--- src/rtl/filt_pkg.sv ---
// Shared helpers for the CIC filter family: output width derivation and
// sign extension used by both the interpolator and the decimator.
package filt_pkg;

    localparam int unsigned EXT_W = 64;

    // Bit growth of an N-stage CIC with rate change R and differential delay M.
    function automatic int cic_width(input int inp_width, input int order,
                                     input int rate, input int diff_delay);
        return inp_width + order * $clog2(rate * diff_delay);
    endfunction

    // Replicates bit [width-1] of value into every bit above it.
    function automatic logic [EXT_W-1:0] sign_extend(input logic [EXT_W-1:0] value,
                                                     input int unsigned width);
        logic [EXT_W-1:0] keep;
        logic [EXT_W-1:0] shifted;
        keep    = {EXT_W{1'b1}} >> (EXT_W - width);
        shifted = value >> (width - 1);
        return shifted[0] ? (value | ~keep) : (value & keep);
    endfunction

endpackage

--- src/rtl/dff.sv ---
// Enabled register cell with asynchronous active-low clear.
module dff #(
    parameter int gp_width = 1
) (
    input  logic                i_clk,
    input  logic                i_rst_an,
    input  logic                i_ena,
    input  logic [gp_width-1:0] i_data,
    output logic [gp_width-1:0] o_data
);

    // NOTE: sequential state is assigned with <= so every register samples
    // the pre-edge values of its neighbours, independent of process order.
    always_ff @(posedge i_clk or negedge i_rst_an) begin
        if (!i_rst_an) begin
            o_data <= '0;
        end else if (i_ena) begin
            o_data <= i_data;
        end
    end

endmodule

--- src/rtl/filt_cicd_downsample.sv ---
// Rate reduction by R: owns the phase counter, emits the low-rate strobe and
// holds the selected sample together with its one-cycle valid pulse.
module filt_cicd_downsample #(
    parameter int gp_decimation_factor = 4,
    parameter int gp_phase             = 0,
    parameter int gp_width             = 14
) (
    input  logic                i_clk,
    input  logic                i_rst_an,
    input  logic                i_ena,
    input  logic [gp_width-1:0] i_data,
    output logic                o_strobe,
    output logic [gp_width-1:0] o_data,
    output logic                o_valid
);

    localparam int CW = $clog2(gp_decimation_factor);

    logic [CW-1:0] count;

    assign o_strobe = i_ena && (count == CW'(gp_phase));

    always_ff @(posedge i_clk or negedge i_rst_an) begin
        if (!i_rst_an) begin
            count   <= '0;
            o_data  <= '0;
            o_valid <= 1'b0;
        end else begin
            o_valid <= o_strobe;
            if (i_ena) begin
                count <= (count == CW'(gp_decimation_factor - 1)) ? '0 : count + CW'(1);
            end
            if (o_strobe) begin
                o_data <= i_data;
            end
        end
    end

endmodule

--- src/rtl/shift_register.sv ---
// Enabled delay line of gp_depth words; o_data is the oldest stored word.
module shift_register #(
    parameter int gp_width = 1,
    parameter int gp_depth = 1
) (
    input  logic                i_clk,
    input  logic                i_rst_an,
    input  logic                i_ena,
    input  logic [gp_width-1:0] i_data,
    output logic [gp_width-1:0] o_data
);

    logic [gp_depth-1:0][gp_width-1:0] stage;

    // NOTE: every stage is cleared on reset, unlike a RAM, because stale
    // history would leak into the comb differences after a reset.
    always_ff @(posedge i_clk or negedge i_rst_an) begin
        if (!i_rst_an) begin
            stage <= '0;
        end else if (i_ena) begin
            stage[0] <= i_data;
            for (int i = 1; i < gp_depth; i++) begin
                stage[i] <= stage[i-1];
            end
        end
    end

    assign o_data = stage[gp_depth-1];

endmodule

--- src/rtl/filt_cicd.sv ---
// Hogenauer CIC decimator: N integrators at the input rate, decimate by R,
// then N combs with differential delay M clocked by the low-rate strobe.
module filt_cicd
    import filt_pkg::*;
#(
    parameter int gp_decimation_factor = 4,
    parameter int gp_order             = 3,
    parameter int gp_diff_delay        = 1,
    parameter int gp_phase             = 0,
    parameter int gp_inp_width         = 8,
    parameter int gp_oup_width         = cic_width(gp_inp_width, gp_order,
                                                   gp_decimation_factor, gp_diff_delay)
) (
    input  logic                    i_clk,
    input  logic                    i_rst_an,
    input  logic                    i_ena,
    input  logic [gp_inp_width-1:0] i_data,
    output logic [gp_oup_width-1:0] o_data,
    output logic                    o_valid
);

    logic [gp_oup_width-1:0]                ext;
    logic                                   strobe;
    logic [gp_order-1:0][gp_oup_width-1:0]  integ;
    logic [gp_order:0][gp_oup_width-1:0]    comb;
    logic [gp_order-1:0][gp_oup_width-1:0]  dly;

    assign ext = gp_oup_width'(sign_extend(EXT_W'(i_data), gp_inp_width));

    // Integrators wrap freely; the combs cancel the wrap as long as the final
    // result fits gp_oup_width, which its derivation guarantees.
    for (genvar k = 0; k < gp_order; k++) begin : g_integ
        logic [gp_oup_width-1:0] src;
        if (k == 0) begin : g_first
            assign src = ext;
        end else begin : g_rest
            assign src = integ[k-1];
        end
        dff #(.gp_width(gp_oup_width)) u_reg (
            .i_clk    (i_clk),
            .i_rst_an (i_rst_an),
            .i_ena    (i_ena),
            .i_data   (integ[k] + src),
            .o_data   (integ[k])
        );
    end

    assign comb[0] = integ[gp_order-1];

    for (genvar k = 0; k < gp_order; k++) begin : g_comb
        shift_register #(
            .gp_width (gp_oup_width),
            .gp_depth (gp_diff_delay)
        ) u_dly (
            .i_clk    (i_clk),
            .i_rst_an (i_rst_an),
            .i_ena    (strobe),
            .i_data   (comb[k]),
            .o_data   (dly[k])
        );
        assign comb[k+1] = comb[k] - dly[k];
    end

    filt_cicd_downsample #(
        .gp_decimation_factor (gp_decimation_factor),
        .gp_phase             (gp_phase),
        .gp_width             (gp_oup_width)
    ) u_down (
        .i_clk    (i_clk),
        .i_rst_an (i_rst_an),
        .i_ena    (i_ena),
        .i_data   (comb[gp_order]),
        .o_strobe (strobe),
        .o_data   (o_data),
        .o_valid  (o_valid)
    );

endmodule

--- config.mk ---
export PLATFORM = sky130hd
export DESIGN_NAME = filt_cicd
export DESIGN_NICKNAME = d
export VERILOG_FILES = /design/src/rtl/filt_pkg.sv /design/src/rtl/dff.sv /design/src/rtl/filt_cicd_downsample.sv /design/src/rtl/shift_register.sv /design/src/rtl/filt_cicd.sv
export SDC_FILE = /design/constraint.sdc
export NUM_CORES = 1
export LEC_CHECK = 0
export ABC_AREA = 1
export CAP_MARGIN = 10
export CORE_MARGIN = 2
export CORE_UTILIZATION = 55
export CTS_BUF_LIST = sky130_fd_sc_hd__clkbuf_16
export CTS_CLUSTER_SIZE = 8
export DETAILED_ROUTE_END_ITERATION = 6
export DONT_BUFFER_PORTS = 1
export PLACE_DENSITY = 0.8
export SLEW_MARGIN = 20
export SYNTH_ARGS = -nofsm -noshare
export SYNTH_HDL_FRONTEND = slang
export SYNTH_HIERARCHICAL = 1
export SYNTH_SLANG_ARGS = --single-unit
--- constraint.sdc ---
create_clock -name i_clk -period 5.1 [get_ports i_clk]
set_input_delay 0.765 -clock i_clk [delete_from_list [all_inputs] [get_ports i_clk]]
set_output_delay 0.765 -clock i_clk [all_outputs]
set_load 0.01 [all_outputs]
-- After elaboration in Yosys (flattened, before gate mapping)
Cells that the tools add are included.
- add/subtract/negate cells: 7
- equal/unequal tests: 1
- multiplexer cells: 2
- reduce and logical (&&, ||, !) cells: 2
- operators by type and width (cell ; count):
    $add A14 B14 Y14 ; 3
    $sub A14 B14 Y14 ; 3
    $mux W14 ; 1
    $add A2 B1 Y2 const B ; 1
    $eq A2 B2 Y1 const B ; 1
    $logic_not A2 Y1 ; 1
    $mux W2 ; 1
    $logic_and A1 B1 Y1 ; 1
- flip-flop bits (word level): 101
- bits of input ports: 11
- output and inout bits: 15
- word-level logic and storage cells: 21

-- Logic depth before layout (Yosys ltp)
- depth after elaboration: 3
- depth in mapped cells: 28
- gate-level depth less buffers: 28

-- Modules after synthesis
Netlist, hierarchy kept.
- modules (own cells, without submodules) (module ; instances ; cells an instance ; area an instance (um^2) ; sequential area each (um^2)):
    filt_cicd ; 1 ; 570 ; 3676.0 ; 0.0
    dff ; 3 ; 59 ; 530.5 ; 350.3
    shift_register ; 3 ; 59 ; 530.5 ; 350.3
    filt_cicd_downsample ; 1 ; 76 ; 701.9 ; 425.4

-- Least setup slack after synthesis
Ideal clock, no wire load.
- path type: register to register
- from: reg g_integ[2].u_reg.o_data[0]
- to: reg u_down.o_data[13]
- setup time: 0.117 ns
- arrival: 3.676 ns
- data required time: 4.983 ns
- setup slack: 1.308 ns
- stages on the path, launching flop included: 27
- buffers on the path: 0
- period minus slack after synthesis: 3.792 ns
- cell sequence: dfrtp_1 -> inv_1 -> ha_1 -> inv_1 -> fa_1 -> a31o_2 -> xnor2_1 -> inv_1 -> ha_1 -> nand2_1 -> nor3_1 -> a21oi_2 -> nor3_1 -> nor2_1 -> o21bai_1 -> xor2_1 -> ha_1 -> nand2_1 -> nor2_1 -> nand2_1 -> o211a_1 -> o21a_1 -> inv_1 -> nand3_1 -> nand2_1 -> nand3_1 -> nand2_1
- RTL lines (what ; RTL line ; text):
    start, declared ; dff.sv:9 ; output logic [gp_width-1:0] o_data
    start signal, assigned ; dff.sv:18 ; o_data <= i_data;
    end signal, assigned ; filt_cicd_downsample.sv:34 ; o_data <= i_data;
    end, declared ; filt_cicd_downsample.sv:13 ; output logic [gp_width-1:0] o_data,

==> impl_metrics.tcl <==
set metrics [dict create \
    worstSetupStartpointType "flop" \
    period_needed_ns 4.18 \
    tns_ns 0 \
    final.period_utilization_pct 82.1 \
    cts_setup_buffers 0 \
    seqCellArea_um2 2530 \
    dr.max_layer_used "met4" \
    rr_worst_depth 23 \
    fp.dieArea_um2 14700 \
    io_buffer_count 0 \
    wl_um 15300 \
    avgViaCountPerCell 5.23 \
    cp-end-kind "flop" \
    crit_start "g_integ[2].u_reg/o_data[0]" \
    cts_tree "built" \
    rsz0062_at_grt "no" \
    yosys_warnings 6 \
    cts_resized 0 \
    worst_pin_slew_ns 0.628 \
    drtPass1Iterations 5 \
    rows 42 \
    synth_nets 1097 \
    timing.fmax_mhz 239 \
    clock-sinks 101 \
    cap_violations 0 \
    drc 0 \
    synth-seq-cells 101 \
    antenna_found_initial 0 \
    path_max_fanout 4 \
    cts_buffer_depth 2 \
    drt_iter0_markers 399 \
    layout-drive-gt1-share_pct 4.69 \
    wl_met2_um 7570 \
    ys_types 36 \
    reg2reg_slack_ns 0.92 \
    place_congestion 0.912 \
    grt.overflow.total 0 \
    multiInputGateArea_um2 4440 \
    path_class "flop to flop" \
    syn_inst 1000 \
    cts_root_buf "clkbuf_16" \
    nFillCells 1233 \
    grt_pass1_vias 6057 \
    antenna_cells 0 \
    h-tree-depth 3 \
    ant_nets 0 \
    syn_area_per_cell_um2 7.56 \
    die_h_um 121 \
    grtUsageTotal_pct 22.8 \
    reg2reg_to "u_down/o_data[12]" \
    core-area_um2 13300 \
    grt_max_degree 102 \
    netlist_area_um2 7560 \
    vias 6162 \
    wl_per_cell_um 13.0 \
    die_width_um 121 \
    dpl.hpwl_um 11700 \
    ios 26 \
    seq_area_frac_synth_pct 33.4 \
    max-slew-margin-rel_pct 58.1 \
    hold_viol_final 0 \
    clk_pin_slew_worst_paths_ns 0.07 \
    r2r_start "g_integ[2].u_reg/o_data[0]" \
    cts-hold-fix-buffers 0 \
    hp-class "input pin to asynchronous set/reset pin" \
    layout.nets 1094 \
    skew_ns 0.00713 \
    worstSkewPairLatency_ns 0.36 \
    final_common_cell "nand2_1" \
    cp.arrival_ns 4.48 \
    syn_to_final_growth_pct 5.15 \
    setup_viol 0 \
    start_util_pct 56.6 \
    met1Wirelength_um 6920 \
    wl_met3_um 421 \
    slew_viol_final 0 \
    status "complete, no violations" \
    final_cell_mix "381 x nand2_1, 112 x inv_1, 101 x dfrtp_1, 80 x ha_1, 59 x a21oi_1" \
    worst_ep_required_time_ns 5.40 \
    cts_buffers 9 \
    grt_pass1_wl_um 27100 \
]
-- layout make-up --
cell class / instances / area share [%]
multi-input combinational: 763 / 55.8
sequential: 101 / 31.8
inverter: 120 / 5.67
clock buffer: 9 / 2.83
tap: 176 / 2.77
clock inverter: 7 / 0.913
timing repair buffer: 2 / 0.189
-- kinds of logic after synthesis --
kind of cell    synth area share [%]
compound gates                  10.3
buf+inv                         7.86
xor+xnor                        8.46
simple gates                    25.1
flops                           33.4
fa+ha+maj                       14.8
-- layer usage --
layer  GRT usage [%]  vias up
met3            4.04       33
met2            40.0       99
met5               0        -
met1            28.1     2825
li1                -     3205
met4            8.19        0
-- worst max-delay path: stages, from the launching register on --
cell,delay (ns)
dfrtp_1,0.41
inv_1,0.07
ha_1,0.15
inv_1,0.07
fa_1,0.42
a31o_2,0.29
xnor2_1,0.16
inv_1,0.08
ha_1,0.32
a21oi_1,0.13
o21ai_1,0.08
a21oi_2,0.20
nor3_1,0.07
nor2_1,0.16
xor2_1,0.22
inv_1,0.09
ha_1,0.35
nand2_1,0.09
nor2_1,0.15
nand3_1,0.09
o2111ai_1,0.10
xor2_1,0.25
nand3_1,0.11
nand2_1,0.09
-- worst max path at each step --
stage / end / slack, ns / cells after the start
2_1_floorplan: u_down/o_data[13] / 1.31 / 26
3_3_place_gp: u_down/o_data[13] / 1.04 / 26
3_5_place_dp: u_down/o_data[13] / 0.94 / 26
4_1_cts: u_down/o_data[12] / 0.92 / 23
5_1_grt: u_down/o_data[13] / 0.42 / 26
6_report: u_down/o_data[12] / 0.92 / 23
-- synth_stat cells (all sizes together) --
cell type  count  area (um^2)
nand2        390         1490
buf           16          144
o21bai         3         22.5
xnor2         25          219
a21oi         62          329
nand3         45          255
o2111ai        4         35.0
a21boi         5         41.3
xor2          48          420
nand4          3         18.8
fa             6          120
a21o           8         60.1
a211oi         1         7.51
o31ai          4         30.0
inv          120          450
o211a          1         10.0
a31o           1         8.76
nor3           6         30.0
o21a           1         7.51
nor2          27          106
o211ai         1         7.51
dfrtp        101         2530
a31oi         10         62.6
o21ai         32          160
ha            80         1000
-- registers in the layout, summed over array words and instances (netlist names) --
name,cells
g_comb.u_dly/o_data,42
u_down/count,2
g_integ.u_reg/o_data,42
u_down/o_valid,1
u_down/o_data,14
-- per-stage QoR --
step	setup WS [ns]	instances	hold WS, ns	utilization [%]	cell area (um^2)
2_1_floorplan	1.31	1000	0.442	-	7560
3_3_place_gp	1.04	1162	0.453	57.3	7650
3_5_place_dp	0.941	1162	0.458	57.3	7650
4_1_cts	0.915	1178	0.0920	59.6	7950
5_1_grt	0.422	1178	0.0850	59.6	7950
6_report	0.915	1178	0.108	59.6	7950
Power is left out: the tool's default activity adds up to more than one toggle a clock period on the data nets, which glitch-free logic cannot reach.
